===== config.mk =====
export PLATFORM = sky130hd
export DESIGN_NAME = serial_subtractor_flat
export DESIGN_NICKNAME = d
export VERILOG_FILES = /design/src/rtl/serial_subtractor_if.sv /design/src/rtl/serial_subtractor.sv /design/src/flat_wrapper.sv
export SDC_FILE = /design/constraint.sdc
export NUM_CORES = 1
export LEC_CHECK = 0
export ABC_AREA = 1
export CORE_AREA = 10 10 99 101
export CTS_CLUSTER_DIAMETER = 80
export DETAILED_ROUTE_END_ITERATION = 7
export DIE_AREA = 0 0 109 111
export PLACE_DENSITY = 0.41
export SLEW_MARGIN = 10
export SYNTH_ARGS = -nofsm -noshare
export SYNTH_HDL_FRONTEND = slang
export SYNTH_SLANG_ARGS = --single-unit

===== constraint.sdc =====
create_clock -name clk -period 2.4 [get_ports clk]
set_clock_uncertainty 0.2 [all_clocks]
set_input_delay 0.48 -clock clk [delete_from_list [all_inputs] [get_ports clk]]
set_output_delay 0.48 -clock clk [all_outputs]
set_load 0.01 [all_outputs]

===== src/rtl/serial_subtractor_if.sv =====
`timescale 1ns/1ps
// Operand/result bundle for the bit-serial subtractor.
// The master side launches operations and the slave side returns held results.
interface serial_subtractor_if #(
    parameter int WIDTH = 8
);
    logic             start;
    logic [WIDTH-1:0] a;
    logic [WIDTH-1:0] b;
    logic             borrow_in;
    logic [WIDTH-1:0] diff;
    logic             borrow_out;
    logic             overflow;
    logic             busy;
    logic             done;

    modport master (
        output start, a, b, borrow_in,
        input  diff, borrow_out, overflow, busy, done
    );

    modport slave (
        input  start, a, b, borrow_in,
        output diff, borrow_out, overflow, busy, done
    );
endinterface


===== src/rtl/serial_subtractor.sv =====
`timescale 1ns/1ps
// Bit-serial a - b - borrow_in, LSB first; done pulses WIDTH edges after the accepting edge.
// No backpressure: start is ignored while busy, and results hold until the next completion.
module serial_subtractor #(
    parameter int WIDTH = 8
) (
    input  logic                clk,
    input  logic                rst,
    serial_subtractor_if.slave  sif
);
    localparam int CW = (WIDTH > 1) ? $clog2(WIDTH) : 1;

    typedef enum logic [1:0] {IDLE, RUN, DONE} state_t;

    state_t           state, state_nxt;
    logic [WIDTH-1:0] a_sr, b_sr, res_sr, res_nxt;
    logic [CW-1:0]    cnt;
    logic             br, d_bit, br_nxt, last, accept;

    always_ff @(posedge clk or posedge rst) begin
        if (rst) state <= IDLE;
        else     state <= state_nxt;
    end

    always_comb begin
        state_nxt = state;
        accept    = 1'b0;
        sif.busy  = 1'b0;
        sif.done  = 1'b0;
        case (state)
            IDLE: begin
                if (sif.start) begin
                    accept    = 1'b1;
                    state_nxt = RUN;
                end
            end
            RUN: begin
                sif.busy = 1'b1;
                if (last) state_nxt = DONE;
            end
            DONE: begin
                sif.done = 1'b1;
                if (sif.start) begin
                    accept    = 1'b1;
                    state_nxt = RUN;
                end else begin
                    state_nxt = IDLE;
                end
            end
            default: state_nxt = IDLE;
        endcase
    end

    // One full-subtractor cell; the result enters at the MSB so bit 0 lands at index 0 after WIDTH shifts.
    always_comb begin
        d_bit            = a_sr[0] ^ b_sr[0] ^ br;
        br_nxt           = (~a_sr[0] & b_sr[0]) | (~(a_sr[0] ^ b_sr[0]) & br);
        res_nxt          = res_sr >> 1;
        res_nxt[WIDTH-1] = d_bit;
        last             = (cnt == CW'(WIDTH - 1));
    end

    always_ff @(posedge clk or posedge rst) begin
        if (rst) begin
            a_sr           <= '0;
            b_sr           <= '0;
            res_sr         <= '0;
            br             <= 1'b0;
            cnt            <= '0;
            sif.diff       <= '0;
            sif.borrow_out <= 1'b0;
            sif.overflow   <= 1'b0;
        end else if (accept) begin
            a_sr   <= sif.a;
            b_sr   <= sif.b;
            br     <= sif.borrow_in;
            res_sr <= '0;
            cnt    <= '0;
        end else if (state == RUN) begin
            a_sr   <= a_sr >> 1;
            b_sr   <= b_sr >> 1;
            res_sr <= res_nxt;
            br     <= br_nxt;
            cnt    <= cnt + CW'(1);
            // br is the borrow into the MSB while the last bit is processed.
            if (last) begin
                sif.diff       <= res_nxt;
                sif.borrow_out <= br_nxt;
                sif.overflow   <= br ^ br_nxt;
            end
        end
    end
endmodule


===== src/flat_wrapper.sv =====
// flat-port wrapper written by rule: the top's interface ports become plain ports
module serial_subtractor_flat 
#(
    parameter int WIDTH = 8
)
  (clk, rst, sif_start, sif_a, sif_b, sif_borrow_in, sif_diff, sif_borrow_out, sif_overflow, sif_busy, sif_done);
  serial_subtractor_if #(.WIDTH(WIDTH)) sif_i ();
  input  logic clk;
  input  logic rst;
  input wire logic [$bits(sif_i.start)-1:0] sif_start;
  input wire logic [$bits(sif_i.a)-1:0] sif_a;
  input wire logic [$bits(sif_i.b)-1:0] sif_b;
  input wire logic [$bits(sif_i.borrow_in)-1:0] sif_borrow_in;
  output wire logic [$bits(sif_i.diff)-1:0] sif_diff;
  output wire logic [$bits(sif_i.borrow_out)-1:0] sif_borrow_out;
  output wire logic [$bits(sif_i.overflow)-1:0] sif_overflow;
  output wire logic [$bits(sif_i.busy)-1:0] sif_busy;
  output wire logic [$bits(sif_i.done)-1:0] sif_done;
  assign sif_i.start = sif_start;
  assign sif_i.a = sif_a;
  assign sif_i.b = sif_b;
  assign sif_i.borrow_in = sif_borrow_in;
  assign sif_diff = sif_i.diff;
  assign sif_borrow_out = sif_i.borrow_out;
  assign sif_overflow = sif_i.overflow;
  assign sif_busy = sif_i.busy;
  assign sif_done = sif_i.done;
  serial_subtractor #(.WIDTH(WIDTH)) u_core (.clk(clk), .rst(rst), .sif(sif_i));
endmodule

Word-level counts from Yosys, hierarchy flattened. Index checks and enable logic that the tools add are counted.

Logic and storage cells: 47. Output and inout bits: 12. Flip-flop bits (word level): 40.

Bitwise gates (word level): 9. Add/sub/neg operators: 1. Reduce and logical (&&, ||, !) cells: 5. Equality and inequality tests: 5. Multiplexer cells: 18.

Operators by type and width (number): 8-bit two-way mux (6); 1-bit two-way mux (7); 3-bit two-way mux (2); 2-bit one-hot mux with 3 select lines (1); 2-bit two-way mux (2); 3-bit by 1-bit adder with 3-bit output, second input constant (1); 3-bit == test, second input constant (1); 1-bit inverter (3); 3-bit AND reduction (1); 1-bit bitwise XOR (3); 1-bit bitwise AND (2); 2-bit by 1-bit == test with 1-bit output, second input constant (1); 2-bit == test, second input constant (1); 2-bit zero test (1); 2-bit by 1-bit inequality test with 1-bit output, second input constant (1); 2-bit inequality test, second input constant (1); 2-bit AND reduction (1); 2-bit nonzero test (1); 2-bit OR reduction (1); 1-bit OR (1).

Longest topological paths before layout. Gate-level depths: netlist of run 1.

Depth in word-level cells: 6. Depth in mapped cells: 7. Gate-level depth less buffers: 7.

Worst setup path before layout of run 1. No wires, ideal clock.

Path kind: flip-flop to output port. Start: reg u_core.state[1]. End: out sif_done. Setup slack: 833 ps. Stages on the path, launching flop included: 4. Buffers on the path: 1. Arrival time: 887 ps. Data required time: 1720 ps. Cell sequence: dfrtp_1 > inv_4 > clkbuf_8 > nor2_1.

Word-level cells in the longest chain between the ends: 2.

RTL lines: start: declaration (line serial_subtractor.sv:15) `state_t state, state_nxt;`; start signal: assignment (line serial_subtractor.sv:22) `else state <= state_nxt;`; 2-bit == test (line serial_subtractor.sv:30) `case (state)`; 1-bit two-way mux (line serial_subtractor.sv:30); end: declaration (line flat_wrapper.sv:18) `output wire logic [$bits(sif_i.done)-1:0] sif_done;`.

Every way passes these cells.

Final worst setup path of run 1. Ends and elaborated chain as after synthesis.

==> results.toml, run 1 <==
[clock_tree]
clkTransAtPathRegs_ns = 0.07
htreeDepth = 2
hold_buffers = 0
postCtsSetupRepairBufs = 0
cts_sinks = 39
clkLatencyLatePin_ns = 0.29
cts_buffer_depth = 2
cts_root_buf = "clkbuf_8"
cts_tree = "done"
cts_inserted_buffers = 5
cts_resized = 0

[critical_path]
path_buf_inv = 2
reg2reg_slack_ns = 0.72
max_stage_delay_ns = 0.57
crit_required_ns = 1.72
crit_path_cell_trace = "inv_4 -> nor2_1 -> clkdlybuf4s50_1"
cpMaxStageDelayCell = "clkdlybuf4s50_1"
worstPathArrival_ns = 1.52
critPathMaxFanout = 2
crit_type = "flip-flop to output pin"
startpoint_type = "flip-flop"
critPathTopFamily = "buffers and inverters"
endpoint_kind = "output pin"

[synth]
synth.ff_latch_count = 39
synth_cell_types = 20
synth_top_cell_by_area = "dfrtp_1"
synth_cells = 225
ys.warnings.count = 0
syn_nets = 248
syn-cell-area_sq_um = 1930
synth.top_cells.by_area = "dfrtp_1 (51%), nand2_1 (15%), nand3_1 (14%)"
synth_top_area_share_pct = 50.6
synth.avg_cell_area_sq_um = 8.58
yosysSeqAreaShare_pct = 50.6

[floorplanning]
dieArea_sq_um = 12100
die_h_um = 111
core-area_sq_um = 7970
ios = 32
die_x_um = 109
initial_core_util_pct = 24.2
num_rows = 33

[power_and_ir_drop]
clockPowerShare_pct = 14.4
power_density_nw_per_um2 = 1210
p_leak_nw = 1.19
ir_worst_vdd_uv = 317
p_comb_share_pct = 45.6
pwr-share-seq_pct = 40.0
internal_power_mw = 1.71
swShare_pct = 40.3
netSwitchingPower_mw = 1.15

[grt]
use_met2_pct = 12.2
antenna_found_initial = 0
met1_usage_pct = 10.7
grtUsageTotal_pct = 8.15
grt_pass1_wl_mm = 7.85
grt_pass1_vias = 1520
grt_max_degree = 40
grt_use_met3_pct = 2.09
overflow = 0
grt.busiest_layer = "met2"

[min_path]
hold_path_class = "flip-flop to flip-flop"

[detailed_routing]
drtAntennaViolNets = 0
drt_iter0_drc = 92
drc = 0
viasPerCell = 4.15
wire_per_inst_um = 12.7
dr_total_vias = 1494
routed_wl_mm = 4.57
drtPass1Iterations = 4

[sta]
hold_viol = 0
period_minus_slack_ns = 2.20
worst_pin_slew_ns = 0.517
setup_violations = 0
rsz0062_at_grt = "no"
report.final.slew_viol_count = 0
max_freq_mhz = 454
post-route-period-util_pct = 91.7
fin_setup_tns_ns = 0
slew_headroom_pct = 65.5

[layout]
nets = 279
areaGrowthSynthToFinish_pct = 22.6
nFillCells = 857
stdcell_count = 360
n_antenna_cell = 0
layout-drive-gt1-share_pct = 8.24
fin_area_sq_um = 2370

[outcome]
outcome = "finished clean"

[placement]
dpl.hpwl_mm = 3.00
dp_cells = 354
io_buffers = 31
place_congestion = 0.707
placed_cell_area_sq_um = 2290

[flow_run]
cap_violations = 0
-- worst paths after layout --
kind,depth (start not counted),startpoint,endpoint
worst max register to register,6,u_core.state[1],u_core.sif.overflow
worst min-delay path,2,u_core.res_sr[4],u_core.sif.diff[3]
max in group asynchronous,3,rst,u_core.a_sr[0]
min in group asynchronous,3,rst,u_core.b_sr[0]
worst min register to register,2,u_core.res_sr[4],u_core.sif.diff[3]
worst max-delay path,3,u_core.state[1],sif_done
-- state kept, by name, indices dropped and copies added (netlist names) --
signal                 flops
u_core.a_sr                8
u_core.res_sr              7
u_core.br                  1
u_core.sif.diff            8
u_core.sif.borrow_out      1
u_core.b_sr                8
u_core.cnt                 3
u_core.state               2
u_core.sif.overflow        1
-- layer usage --
layer | routed length (um) | share of wire [%]
met1 | 2210 | 48
met2 | 2130 | 47
met3 | 147 | 3.2
met4 | 85 | 1.9
met5 | 0 | 0
-- area by class of cell --
cell class                      instances  area (sq um)  area share, %
Clock buffer                            6          72.6           3.07
Inverter                               26           103           4.34
Multi-Input combinational cell        148           736           31.1
Sequential cell                        39           976           41.2
Tap cell                              105           131           5.55
Timing Repair Buffer                   36           348           14.7
-- power groups by stage --
stage               sequential, mW  combinational (mW)  clock [mW]
finish                        1.14                1.31       0.412
global placement              1.15                1.32           0
CTS                           1.15                1.34       0.439
floorplan                     1.15               0.970           0
global route                  1.19                1.51       0.471
detailed placement            1.16                1.34           0
-- layout by cell type, fill, tap and decap left out --
cell              n
o21ai_0           5
nor2_1            1
nand2_8           1
clkbuf_8          5
nand3_1          54
nand2_2           1
inv_4             2
nand2_1          76
dfrtp_1          39
buf_4             5
nor2_4            1
clkdlybuf4s50_1  31
fa_1              1
ha_1              2
nor2_8            1
inv_1            24
o21ai_2           3
clkbuf_1          1
nand2_4           2
-- per-stage QoR --
| step | setup WS (ns) | hold slack, ns | power (mW) | util [%] |
|---|---|---|---|---|
| after floorplan | 0.831 | 0.242 | 2.12 | - |
| after detailed placement | 0.479 | 0.264 | 2.49 | 28.8 |
| after global routing | 0.141 | 0.302 | 3.16 | 29.7 |
| final | 0.199 | 0.274 | 2.86 | 29.7 |
| after global placement | 0.476 | 0.260 | 2.48 | 28.8 |
| after CTS | 0.156 | 0.283 | 2.93 | 29.7 |
-- synth_stat cells, drive strengths merged --
cell type,count
fa,1
clkbuf,3
ha,2
nand3,54
dfrtp,39
nor2,3
o21ai,8
inv,26
buf,9
nand2,80
-- cell families after synthesis --
group           Yosys count  share of synthesized area [%]
compound gates            8                           2.66
fa+ha+maj                 3                           2.33
flops                    39                           50.6
buf+inv                  38                           11.3
simple gates            137                           33.1
-- worst register-to-register path, delay by kind of cell, from the launching register on --
family                 cells  cell delay [ns]
and+or+nand+nor            4             0.65
buffers and inverters      2             0.31
DFF                        1             0.46
(Power assumes the default switching activity.)
==> inputs of run 2 (changes only) <==
- CTS_CLUSTER_SIZE: unset -> 30
- RECOVER_POWER: unset -> 50
==> run 2 against run 1 <==
Net effect:
- cell count unchanged
- routed wire length increased by 0.39%
- register-to-register slack got worse by 0.31 ns
==> results.toml, run 2 (synthesis gave the netlist of run 1 again) <==
[outcome]
outcome = "finished clean"

[detailed_routing]
route.met3.wl_um = 141
viasPerCell = 4.11
routed_wl_mm = 4.59
wl_met1_mm = 2.19
dr_total_vias = 1479
drtPass1Iterations = 4
drc = 0
drt_iter0_drc = 69
maxUsedRoutingLayer = "met4"
drtAntennaViolNets = 0
wl_met2_mm = 2.17
wire_per_inst_um = 12.7

[layout]
n_antenna_cell = 0
final_cell_mix = "nand2_1 (77), nand3_1 (54), dfrtp_1 (39)"
reg_top3 = "u_core.a_sr x8, u_core.b_sr x8, u_core.sif.diff x8"
stdcell_count = 360
layout-drive-gt1-share_pct = 7.45
multiInputGateArea_sq_um = 719
nFillCells = 857
nets = 279
mostFrequentLayoutCell = "nand2_1"
areaGrowthSynthToFinish_pct = 21.5
regArea_sq_um = 976

[clock_tree]
cts_root_buf = "clkbuf_8"
cts_buffer_depth = 2
postCtsSetupRepairBufs = 0
cts_tree = "done"
cts_resized = 0
cts_inserted_buffers = 5
clkTransAtPathRegs_ns = 0.07
cts_sinks = 39
htreeDepth = 2
clkLatencyLatePin_ns = 0.29
hold_buffers = 0

[sta]
slew_headroom_pct = 32.0
max_freq_mhz = 454
post-route-period-util_pct = 91.7
report.final.slew_viol_count = 0
setup_violations = 0
period_minus_slack_ns = 2.20
hold_viol = 0
rsz0062_at_grt = "no"
fin_setup_tns_ns = 0
worst_pin_slew_ns = 1.02

[critical_path]
critPathMaxFanout = 2
endpoint_kind = "output pin"
crit_type = "flip-flop to output pin"
worstPathArrival_ns = 1.52
startpoint_type = "flip-flop"
crit_required_ns = 1.72

[placement]
place_congestion = 0.707
dpl.hpwl_mm = 3.00
io_buffers = 31
dp_cells = 354

[grt]
grtUsageTotal_pct = 8.15
grt_pass1_wl_mm = 7.85
antenna_found_initial = 0
grt_pass1_vias = 1520
grt_max_degree = 40
overflow = 0

[min_path]
hold_path_class = "flip-flop to flip-flop"

[flow_run]
cap_violations = 0

[floorplanning]
die_h_um = 111
die_x_um = 109
dieArea_sq_um = 12100
ios = 32
initial_core_util_pct = 24.2
num_rows = 33
core-area_sq_um = 7970

[power_and_ir_drop]
ir_worst_vdd_uv = 312
p_leak_nw = 1.18
power_density_nw_per_um2 = 1210
## run 2: where the power goes
part / switching, mW / total (mW) / internal, mW
Combinational: 0.740 / 1.27 / 0.535
Sequential: 0.181 / 1.14 / 0.963
Clock: 0.222 / 0.416 / 0.194
## run 2: cell type report
type                    instances  share of cell area (%)
flip-flops and latches         39                    41.6
multi-input cells             148                    30.7
repair buffers                 36                    14.6
well taps                     105                    5.60
inverters                      26                    4.38
clock buffers                   6                    3.09
## run 2: per-layer routing
layer  vias to the layer above  global-route usage, %
li1                        766                      -
met1                       690                   10.7
met2                        16                   12.2
met3                         7                   2.09
met4                         0                   3.69
met5                         -                      0
## run 2: worst max-delay path, cell delays in order, from the launching register on
cell	delay, ns
dfrtp_1	0.48
inv_4	0.04
nor2_1	0.14
clkdlybuf4s50_1	0.57
## run 2: worst paths after layout
kind | startpoint | end | slack, ns | depth (start not counted)
worst max-delay path | u_core.state[1] | sif_done | 0.20 | 3
worst max register to register | u_core.state[0] | u_core.res_sr[6] | 0.41 | 5
worst min-delay path | u_core.res_sr[4] | u_core.sif.diff[3] | 0.28 | 2
min in group asynchronous | rst | u_core.sif.diff[1] | 0.75 | 3
max in group asynchronous | rst | u_core.a_sr[0] | 0.63 | 3
worst min register to register | u_core.res_sr[4] | u_core.sif.diff[3] | 0.28 | 2
## run 2: per-stage QoR
stage	hold WS, ns	total power [mW]	area [sq um]	setup WS (ns)	utilization [%]
finish	0.275	2.83	2340	0.198	29.4
global route	0.302	3.13	2340	0.141	29.4
CTS	0.283	2.93	2370	0.156	29.7
detailed placement	0.264	2.49	2290	0.479	28.8
global placement	0.260	2.48	2290	0.476	28.8
floorplan	0.242	2.12	1930	0.831	-
